## config.mk

```make
export PLATFORM = sky130hd
export DESIGN_NAME = tx_nco_freq_sched
export DESIGN_NICKNAME = d
export VERILOG_FILES = /design/src/rtl/tx_nco_pkg.sv /design/src/rtl/tx_nco_rr_arb2.sv /design/src/rtl/tx_nco_freq_sched.sv
export SDC_FILE = /design/constraint.sdc
export NUM_CORES = 1
export LEC_CHECK = 0
export CAP_MARGIN = 20
export CELL_PAD_IN_SITES_DETAIL_PLACEMENT = 1
export CELL_PAD_IN_SITES_GLOBAL_PLACEMENT = 1
export CORE_AREA = 4 4 126 128
export CTS_CLUSTER_DIAMETER = 50
export CTS_CLUSTER_SIZE = 24
export DETAILED_ROUTE_END_ITERATION = 16
export DIE_AREA = 0 0 130 132
export GPL_TIMING_DRIVEN = 0
export PLACE_DENSITY = 0.95
export SYNTH_ARGS = -nofsm -noshare
export SYNTH_HDL_FRONTEND = slang
export SYNTH_HIERARCHICAL = 1
export SYNTH_SLANG_ARGS = --single-unit
```

## constraint.sdc

```tcl
create_clock -name clk -period 12.8 [get_ports clk]
set_input_delay 2.56 -clock clk [delete_from_list [all_inputs] [get_ports clk]]
set_output_delay 2.56 -clock clk [all_outputs]
set_load 0.005 [all_outputs]
```

## src/rtl/tx_nco_pkg.sv

```systemverilog
// Shared types and defaults for the TX NCO frequency scheduler.
package tx_nco_pkg;

  localparam int unsigned APR_DEF       = 22;
  localparam int unsigned RAMP_LOG2_DEF = 4;
  localparam int unsigned SETTLE_DEF    = 8;

  localparam int unsigned REQ_CPU  = 0;
  localparam int unsigned REQ_TUNE = 1;

  typedef enum logic [1:0] {
    ST_IDLE,
    ST_STEP,
    ST_RAMP,
    ST_SETTLE
  } state_t;

endpackage

```

## src/rtl/tx_nco_rr_arb2.sv

```systemverilog
// Two-input round-robin arbiter; the pointer favours the requester that lost last.
module tx_nco_rr_arb2 (
  input  logic       clk,
  input  logic       reset,
  input  logic       en,
  input  logic [1:0] valid,
  output logic [1:0] grant
);

  logic prio;

  always_comb begin
    grant = '0;
    if (en) begin
      if (valid[prio])       grant[prio]  = 1'b1;
      else if (valid[~prio]) grant[~prio] = 1'b1;
    end
  end

  always_ff @(posedge clk) begin
    if (reset)           prio <= 1'b0;
    else if (|grant)     prio <= grant[0];
  end

endmodule

```

## src/rtl/tx_nco_freq_sched.sv

```systemverilog
// Arbitrates phase-increment change requests and applies them to the NCO as a
// step (with settle mute) or a linear glide, updating only on sample ticks.
module tx_nco_freq_sched
  import tx_nco_pkg::*;
#(
  parameter int unsigned APR       = APR_DEF,
  parameter int unsigned RAMP_LOG2 = RAMP_LOG2_DEF,
  parameter int unsigned SETTLE    = SETTLE_DEF
) (
  input  logic           clk,
  input  logic           reset,
  input  logic           tick_i,
  input  logic [1:0]     req_valid_i,
  output logic [1:0]     req_ready_o,
  input  logic [APR-1:0] req_inc0_i,
  input  logic [APR-1:0] req_inc1_i,
  input  logic [1:0]     req_glide_i,
  output logic           nco_clken_o,
  output logic [APR-1:0] phi_inc_o,
  input  logic           nco_valid_i,
  output logic           mute_o,
  output logic           busy_o
);

  localparam logic [15:0] RAMP_LAST   = 16'((1 << RAMP_LOG2) - 1);
  localparam logic [15:0] SETTLE_LAST = 16'(SETTLE - 1);

  state_t              state_q, state_d;
  logic [1:0]          grant;
  logic                gsel, sel_glide;
  logic [APR-1:0]      sel_inc, target_q, phi_q;
  logic signed [APR:0] delta, stepv_q, ramp_sum;
  logic [15:0]         cnt_q, st_cnt_q;
  logic                clken_q, step_mute_q, startup_done_q, seen_q;
  logic                ramp_done, settle_done;

  tx_nco_rr_arb2 u_arb (
    .clk   (clk),
    .reset (reset),
    .en    (state_q == ST_IDLE && !reset),
    .valid (req_valid_i),
    .grant (grant)
  );

  assign gsel      = grant[REQ_TUNE];
  assign sel_inc   = gsel ? req_inc1_i : req_inc0_i;
  assign sel_glide = gsel ? req_glide_i[REQ_TUNE] : req_glide_i[REQ_CPU];

  // Increment is unsigned and never wraps; extend by one bit so the difference is signed.
  assign delta    = $signed({1'b0, sel_inc}) - $signed({1'b0, phi_q});
  assign ramp_sum = $signed({1'b0, phi_q}) + stepv_q;

  assign ramp_done   = tick_i && (cnt_q == RAMP_LAST);
  assign settle_done = tick_i && (cnt_q == SETTLE_LAST);

  always_ff @(posedge clk) begin
    if (reset) state_q <= ST_IDLE;
    else       state_q <= state_d;
  end

  always_comb begin
    state_d = state_q;
    unique case (state_q)
      ST_IDLE:   if (|grant) state_d = sel_glide ? ST_RAMP : ST_STEP;
      ST_STEP:   if (tick_i) state_d = ST_SETTLE;
      ST_RAMP:   if (ramp_done) state_d = ST_IDLE;
      ST_SETTLE: if (settle_done) state_d = ST_IDLE;
      default:   state_d = ST_IDLE;
    endcase
  end

  always_ff @(posedge clk) begin
    if (reset) begin
      clken_q        <= 1'b0;
      phi_q          <= '0;
      target_q       <= '0;
      stepv_q        <= '0;
      cnt_q          <= '0;
      step_mute_q    <= 1'b0;
      startup_done_q <= 1'b0;
      seen_q         <= 1'b0;
      st_cnt_q       <= '0;
    end else begin
      clken_q <= tick_i;
      if (|grant) begin
        target_q <= sel_inc;
        stepv_q  <= delta >>> RAMP_LOG2;
        cnt_q    <= '0;
      end
      unique case (state_q)
        ST_STEP: if (tick_i) begin
          phi_q       <= target_q;
          step_mute_q <= 1'b1;
          cnt_q       <= '0;
        end
        // Last glide tick loads the target exactly, absorbing truncation error.
        ST_RAMP: if (tick_i) begin
          cnt_q <= cnt_q + 16'd1;
          phi_q <= ramp_done ? target_q : ramp_sum[APR-1:0];
        end
        ST_SETTLE: if (tick_i) begin
          cnt_q <= cnt_q + 16'd1;
          if (settle_done) step_mute_q <= 1'b0;
        end
        default: ;
      endcase
      if (!startup_done_q) begin
        if (nco_valid_i) seen_q <= 1'b1;
        if (tick_i && (seen_q || nco_valid_i)) begin
          if (st_cnt_q == SETTLE_LAST) startup_done_q <= 1'b1;
          else                         st_cnt_q       <= st_cnt_q + 16'd1;
        end
      end
    end
  end

  assign req_ready_o = grant;
  assign nco_clken_o = clken_q;
  assign phi_inc_o   = phi_q;
  assign mute_o      = step_mute_q | ~startup_done_q;
  assign busy_o      = (state_q != ST_IDLE);

endmodule

```

==> results of run 1 <==
[state kept, by name, indices dropped and copies added, names as in the netlist]
signal          count
st_cnt_q           16
stepv_q            19
u_arb/prio          1
step_mute_q         1
cnt_q              16
startup_done_q      1
seen_q              1
state_q             2
nco_clken_o         1
phi_inc_o          22
target_q           22
[power by group through the flow]
stage          combinational [mW]  sequential (mW)  clock [mW]
6_report                    0.610            0.412       0.284
5_1_grt                     0.664            0.417       0.300
4_1_cts                     0.597            0.411       0.288
3_5_place_dp                0.587            0.418           0
3_3_place_gp                0.559            0.415           0
2_1_floorplan               0.393            0.404           0
[cell families after synthesis]
group / after synthesis / synth area share (%)
AOI/OAI and AO/OA: 218 / 22.6
xor gates and xnor gates: 38 / 5.08
adders and majority gates: 45 / 8.71
buffers and inverters: 76 / 4.37
DFF: 102 / 31.2
muxes: 26 / 4.37
and+or+nand+nor: 340 / 23.7
[cell type report]
class / count / area [µm²] / area share, %
clock buffers: 9 / 225 / 2.87
clock inverters: 7 / 73.8 / 0.940
well taps: 188 / 235 / 2.99
plain buffers: 43 / 163 / 2.07
flip-flops and latches: 102 / 2040 / 26.0
repair buffers: 77 / 771 / 9.81
inverters: 33 / 124 / 1.58
multi-input cells: 667 / 4220 / 53.8
[final timing paths]
| path | slack [ns] | endpoint |
|---|---|---|
| max | 4.79 | stepv_q[11] |
| min | 0.47 | stepv_q[5] |
| max reg2reg | 7.53 | stepv_q[11] |
| min reg2reg | 0.47 | stepv_q[5] |
[placed cells by master, fill, tap and decap left out, types with 4 or more instances in the layout]
cell type        count
buf_1                8
clkbuf_1            34
clkdlybuf4s50_1     77
o21a_1               6
a31oi_1             10
o211ai_1             6
nor2_1             135
and3_1              15
nor4_1               6
nor3_1              38
nand4_1              9
o31ai_1              4
a21o_1              16
o21ai_0             35
ha_1                44
clkbuf_16            9
nor3b_1              6
xnor2_1             18
xor2_1              20
or4_1                4
nand2_1             78
dfxtp_1            102
a22oi_1             11
a21oi_1             56
a211oi_1            23
mux2_2              21
nor2b_1              6
a221oi_1             4
inv_1               33
a311oi_1            15
and2_1               5
mux2i_1              5
nand3_1             20
[through the flow]
step           area (µm²)  total power, mW  instances
2_1_floorplan        6550            0.797        845
3_3_place_gp         7560            0.974       1110
3_5_place_dp         7560             1.00       1110
4_1_cts              7860             1.30       1126
5_1_grt              7860             1.38       1126
6_report             7860             1.31       1126
[Yosys cell counts (16+ instances only)]
cell / instances / area [µm²]
nor2_1: 135 / 507
dfxtp_1: 102 / 2040
nand2_1: 78 / 293
a21oi_1: 56 / 280
ha_1: 44 / 551
nor3_1: 38 / 190
o21ai_0: 35 / 175
clkbuf_1: 34 / 128
inv_1: 33 / 124
a211oi_1: 23 / 173
mux2_2: 21 / 236
nand3_1: 20 / 100
xor2_1: 20 / 175
xnor2_1: 18 / 158
a21o_1: 16 / 120
[routing by layer]
| metal | vias to the layer above | global-route usage [%] |
|---|---|---|
| met3 | 74 | 4.82 |
| met1 | 3391 | 33.1 |
| met4 | 0 | 12.6 |
| met5 | - | 0 |
| li1 | 3220 | - |
| met2 | 230 | 46.1 |
[critical path, cell delays in order]
cell and delay [ns]:
clkdlybuf4s50_1 0.65, clkbuf_1 0.33, clkbuf_1 0.31, nor2_1 0.30, nand2_1 0.10, a21oi_1 0.18
buf_2 0.33, buf_1 0.69, mux2_2 0.43, ha_1 0.27, o21ai_0 0.18, a22oi_1 0.18
nand4_1 0.16, a21oi_1 0.17, a2111oi_0 0.64, o21bai_1 0.29, nor4b_1 0.37, a211o_1 0.16
==> out/metrics.yaml, run 1 <==
synthesis:
  yosysWarningCount: 6
  syn_nets: 942
  synth.distinct_cells: 62
  synth_edf_count: 0
  yosysSeqAreaShare_pct: 31.2
  netlist_area_mm2: 0.00655
  ys_async_sr_fraction_pct: 0
  syn_area_per_cell_um2: 7.75
  ys_ff_latch: 102
  ys.flop_type: "dfxtp_1"
  synth_cells: 845
clock_tree:
  numCtsBuffers: 9
  cts_htree_levels: 3
  clock_latency_ns: 0.37
  postCtsSetupRepairBufs: 0
  cts_tree: "yes"
  cts_max_path_buffers: 2
  ctsResizeCount: 0
  postCtsHoldBufs: 0
  clk_pin_slew_worst_paths_ns: 0.08
  cts.sinks: 102
  cts_root_buf: "clkbuf_16"
setup_path:
  critical_path_class: "in -> reg"
  crit_arrival_ns: 8.33
  ff2ff_path_depth: 17
  endpoint_kind: "register"
  required_ns: 13.12
  crit_start: "reset"
  cp-start-kind: "input port"
  path_max_fanout: 10
  timing.rr.start: "state_q[1]"
final_layout:
  antenna_cells: 0
  area_growth_pct: 19.9
  fill_cells: 1883
  finalNetCount: 1030
  drive_gt1_share_pct: 5.12
  final_util_pct: 52.9
timing:
  tns_ns: 0
  setup_viol: 0
  clock_skew_ns: 0.0141
  fin_crit_sh_pct: 62.6
  worst_slack_ns: 4.79
  worst_slew_margin_rel_pct: 42.4
  timing.fmax_ghz: 0.125
  hold_viol: 0
  rsz0062_at_grt: "no"
  drv_slew: 0
  timing.hold.ws_ns: 0.470
  fin_crit_ns: 8.01
  worst_pin_slew_ns: 0.865
pwr:
  max-vdd-ir-drop_mv: 0.0825
  powerDensity_mw_per_mm2: 166
  switching_share_pct: 43.3
  intPower_mw: 0.740
  leakage_nw: 3.03
  pwr-share-seq_pct: 31.6
  p_clk_share_pct: 21.7
  p_sw_mw: 0.566
  comb_power_share_pct: 46.7
routing:
  highest_layer: "met4"
  wirelength_um: 23000
  drt_first_pass_iters: 5
  met3_length_um: 1350
  dr_wl_met2_um: 11000
  dr_total_vias: 6915
  wl_per_cell_um: 20.5
  drtIter0Drc: 463
  final_antenna_net_count: 0
  drt-met1-wl_um: 9700
  remaining_drc_errors: 0
  viasPerCell: 6.14
die:
  die_h_um: 132
  io_pins: 79
  core-area_mm2: 0.0149
  die_x_um: 130
  die_area_mm2: 0.0172
  row_count: 45
  start_util_pct: 44.1
placed_design:
  dp_hpwl_um: 16900
  gp_congestion: 0.930
  pre_cts_ws_ns: 4.54
  port_buffers: 77
global_routing:
  track_usage_pct: 27.2
  antenna_found_initial: 0
  grt_start_max_net_pins: 21
  grt_first_pass_wirelength_um: 37400
  overflow: 0
  grt_pass1_vias: 7356
hold_path:
  hold_depth: 2
  hold_start: "stepv_q[5]"
  hp-class: "reg -> reg"
flow_run:
  max-cap-violations: 0
run_status:
  status: "finished, final reports clean"
(Power assumes the default switching activity.)
==> run 2, diff against run 1 <==
Settings changed: CORE_AREA 4 4 126 128 to 4 4 130 132, DIE_AREA 0 0 130 132 to 0 0 134 136, PLACE_DENSITY 0.95 to 0.9.
Clock period 12.8 ns to 7.69 ns, I/O delays scaled along.
==> out/metrics.yaml, run 2 (synthesized netlist as in run 1, its figures left out) <==
clock_tree:
  cts.sinks: 102  # unchanged
  cts_max_path_buffers: 2  # unchanged
  numCtsBuffers: 9  # unchanged
  cts_htree_levels: 3  # unchanged
  postCtsHoldBufs: 0  # unchanged
  cts_root_buf: "clkbuf_16"
  clk_pin_slew_worst_paths_ns: 0.09  # about the same
  clock_latency_ns: 0.37  # about the same
  cts_tree: "yes"
  postCtsSetupRepairBufs: 0  # unchanged
  ctsResizeCount: 0  # unchanged
die:
  die_h_um: 136  # +3.0%
  die_area_mm2: 0.0182  # +6.2%
  core-area_mm2: 0.0157  # +5.7%
  start_util_pct: 41.7  # -2.4 points
  die_x_um: 134  # +3.1%
  row_count: 46  # +2.2%
  io_pins: 79  # unchanged
placed_design:
  port_buffers: 77  # unchanged
  dp_hpwl_um: 17000  # +0.16%
  gp_congestion: 0.883  # -5.0%
timing:
  rsz0062_at_grt: "no"
  clock_skew_ns: 0.0179  # +0.00382 ns
  setup_viol: 0  # unchanged
  timing.fmax_ghz: 0.145
  hold_viol: 0  # unchanged
  fin_crit_sh_pct: 89.4
  tns_ns: 0  # unchanged
  worst_slew_margin_rel_pct: 41.3  # -1.0 points
  worst_pin_slew_ns: 0.858  # -0.00657 ns
  drv_slew: 0  # unchanged
  fin_crit_ns: 6.88
flow_run:
  max-cap-violations: 0  # unchanged
final_layout:
  final_common_cell: "nor2_1"
  drive_gt1_share_pct: 5.12  # unchanged
  fill_cells: 1974  # +4.8%
  final_util_pct: 50.2  # -2.6 points
  final_cell_mix: "nor2_1 (135), dfxtp_1 (102), nand2_1 (78)"
  antenna_cells: 0  # unchanged
  finalNetCount: 1030  # unchanged
  area_growth_pct: 20.5
routing:
  final_antenna_net_count: 0  # unchanged
  viasPerCell: 5.93  # -3.5%
  drt_first_pass_iters: 5  # unchanged
  wirelength_um: 22500  # -2.5%
  remaining_drc_errors: 0  # unchanged
  wl_per_cell_um: 19.5  # -4.8%
  drtIter0Drc: 460  # -0.65%
  dr_total_vias: 6838  # -1.1%
run_status:
  status: "finished, final reports clean"
global_routing:
  overflow: 0  # unchanged
  grt_start_max_net_pins: 21  # unchanged
  antenna_found_initial: 0  # unchanged
  track_usage_pct: 24.7  # -2.5 points
  grt_pass1_vias: 6948  # -5.5%
  grt_first_pass_wirelength_um: 35900  # -4.0%
setup_path:
  endpoint_kind: "register"
  cp-start-kind: "input port"
  required_ns: 8.01  # -5.11 ns
  critical_path_class: "in -> reg"
  path_max_fanout: 10  # unchanged
  crit_arrival_ns: 7.20  # -1.13 ns
pwr:
  leakage_nw: 3.02  # about the same
  max-vdd-ir-drop_mv: 0.141  # +71%
  powerDensity_mw_per_mm2: 273  # +64%
hold_path:
  hp-class: "reg -> reg"
[run 2: changes by cell type in the layout (fill, tap and decap cells not counted)]
cell	delta
inv_6	-1
inv_8	+1
clkinvlp_4	+1
clkinv_4	-1
[run 2: worst paths after layout]
kind                            cells past startpoint           to  slack (ns)        from
worst max register to register                     17  stepv_q[18]        2.50  state_q[1]
worst min-delay path                                2   stepv_q[3]        0.47  stepv_q[3]
worst min register to register                      2   stepv_q[3]        0.47  stepv_q[3]
worst max-delay path                               18  stepv_q[18]        0.81       reset
[run 2: layer usage]
layer	vias to the layer above	track usage, %	wire length, µm	part of all wire [%]
met1	3358	30.2	9360	42
li1	3225	-	-	-
met4	0	9.37	790	3.5
met2	203	43.1	11000	49
met3	52	4.81	1290	5.7
met5	-	0	0	0
[run 2: metrics by stage]
stage                     hold WS [ns]  power [mW]  setup WS (ns)  instances  cell area, µm²
after floorplan                  0.429        1.33           2.33        845            6550
after global placement           0.441        1.63          0.673       1138            7590
after detailed placement         0.456        1.67          0.427       1138            7590
after CTS                        0.471        2.15          0.793       1154            7890
after global routing             0.499        2.29          0.454       1154            7890
final                            0.471        2.15          0.813       1154            7890
[run 2: area by class of cell]
type | instances | area (µm²) | share of cell area (%)
buffer | 43 | 163 | 2.06
tap | 216 | 270 | 3.42
timing repair buffer | 77 | 771 | 9.77
sequential | 102 | 2040 | 25.9
inverter | 33 | 124 | 1.57
clock buffer | 9 | 225 | 2.85
multi-input combinational | 667 | 4220 | 53.5
clock inverter | 7 | 75.1 | 0.951
[run 2: worst max-delay path: stages]
cell             delay [ns]
clkdlybuf4s50_1        0.62
clkbuf_1               0.31
clkbuf_1               0.32
nor2_1                 0.29
nand2_1                0.09
a21oi_1                0.16
buf_2                  0.34
buf_1                  0.55
mux2_2                 0.43
ha_1                   0.36
a211oi_1               0.28
nand2_1                0.08
a31oi_1                0.18
a21oi_1                0.20
a2111oi_0              0.83
nor3b_1                0.20
o21ai_0                0.23
a22o_1                 0.15
[run 2: where the power goes]
| group | internal, mW | switching [mW] |
|---|---|---|
| Sequential | 0.612 | 0.0729 |
| Combinational | 0.387 | 0.609 |
| Clock | 0.231 | 0.239 |
==> variant: new RTL, settings of run 1 <==
Encoding of `state_t`: now one-hot (4 bits for 4 states).
--- a/src/rtl/tx_nco_pkg.sv
+++ b/src/rtl/tx_nco_pkg.sv
@@ -8,11 +8,11 @@
   localparam int unsigned REQ_CPU  = 0;
   localparam int unsigned REQ_TUNE = 1;
 
-  typedef enum logic [1:0] {
-    ST_IDLE,
-    ST_STEP,
-    ST_RAMP,
-    ST_SETTLE
+  typedef enum logic [3:0] {
+    ST_IDLE   = 4'b0001,
+    ST_STEP   = 4'b0010,
+    ST_RAMP   = 4'b0100,
+    ST_SETTLE = 4'b1000
   } state_t;
 
 endpackage
Behaviour: same outputs for any inputs over 4 cycles, from zero or initial values and one cycle with reset high; so few cycles prove little.
==> variant against run 1 <==
  * Maximum frequency up 3.6%
  * Sequential cell count up 2
  * Area after synthesis down 0.44%
  * Highest routed layer unchanged
  * Final area down 0.24%
  * Wire length up 0.99%
  * Setup slack better by 280 ps
  * Core utilization down 0.13 points
  * Critical path type is now input pin to output port
  * Largest cell class unchanged
Power is not compared: it rests on default switching activity, and its combinational part moved more than twofold at a synthesized area within 25%.
==> variant: results (changes against run 1) <==
[run_status]
status = complete, no violations

[global_routing]
gr-usage-met1 = 0.311  ; -0.0205
grt.met2_usage = 0.482  ; +0.0206
use_met3 = 0.0575  ; +0.00932
grt_pass1_wl_mm = 36.8  ; -1.5%
antenna_found_initial = 0  ; unchanged
grt_pass1_vias = 7210  ; -2.0%
grt.total_usage = 0.270  ; -0.00248

[critical_path]
ff2ff_setup_slack_ps = 7740  ; +210 ps
crit_slowest_cell = clkdlybuf4s50_1
reg2regPathDepth = 18  ; +1
crit_arrival_ps = 5180  ; -3150 ps
worst_r2r_endpoint = stepv_q[7]$_SDFFE_PP0P_
path_max_fanout = 10  ; unchanged
endpoint = req_ready_o[0]
cp_slowest_stage_delay_ps = 610  ; -80 ps

[clock_tree]
cts_buffers = 9  ; unchanged

[power]
p_leak_nw = 3.00
switching_share = 0.327

[synthesis]
synthTopCellsByCount = 118 x nor2_1, 104 x dfxtp_1, 67 x nand2_1
syn_nets = 924  ; -1.9%
synth_cell_type_count = 67  ; +8.1%
synthCells = 827  ; -2.1%
synth_area_leaders = dfxtp_1 32%, ha_1 8.4%, nor2_1 6.8%
async_reset_ff_frac = 0  ; unchanged

[cells_and_area]
drive_above_1_share = 0.0608  ; +0.00963
insertedDiodeCount = 0  ; unchanged
instances_no_fill = 1109  ; -1.5%
area_growth_pct = 20.2
nets = 1013  ; -1.7%
fillers = 1856  ; -1.4%

[placement]
hpwlAfterDp_mm = 17.0  ; +0.58%
place.gp.congestion = 0.958  ; +3.0%
dpl_cell_area_um2 = 7540  ; -0.18%
portBuffers = 78  ; +1.3%
placed_cells = 1093  ; -1.5%
post-place-ws_ps = 5030  ; +494 ps

[sta]
hold_slack_ps = 472  ; +1.28 ps
timing.final.crit_share = 0.604  ; -0.0217
relSlewSlack = 0.363  ; -0.0607
skew_ps = 12.5  ; -1.58 ps

[detailed_routing]
wire_per_inst_um = 21.0  ; +2.5%
vias_per_cell = 6.11  ; -0.46%
drtIter0Drc = 434  ; -6.3%

[min_path]
worstHoldStart = stepv_q[13]$_SDFFE_PP0P_
hp-class = flip-flop to flip-flop
min_to = stepv_q[13]$_SDFFE_PP0P_

==> variant: cell types whose count changed in the layout (fill, tap and decap cells not counted), sizes merged, moves of 7 or more <==
cell and change:
a211oi -10, a21oi +9, a22oi -8, a311oi -7, nand2 -10, nor2 -17
o21ai +12, or3 +12
==> variant: cell type report <==
type                       instances  area share
inverter                          36      0.0172
clock inverter                     7     0.00878
tap                              188      0.0300
multi-input combinational        649       0.529
sequential                       104       0.266
clock buffer                       9      0.0287
buffer                            38      0.0208
timing repair buffer              78      0.0996
==> variant: logic make-up after synthesis <==
kind of cell	after synthesis	share of synthesized area
AND/OR/NAND/NOR	325	0.237
AO/OA/AOI/OAI	208	0.205
flip-flops	104	0.319
buffers and inverters	74	0.0457
adder cells (fa/ha/maj)	45	0.0875
XOR/XNOR	39	0.0524
multiplexers	32	0.0531
==> variant: layer usage <==
metal | part of all wire | wire (um)
met1 | 0.41 | 9480
met2 | 0.51 | 11900
met3 | 0.053 | 1230
met4 | 0.030 | 690
met5 | 0 | 0
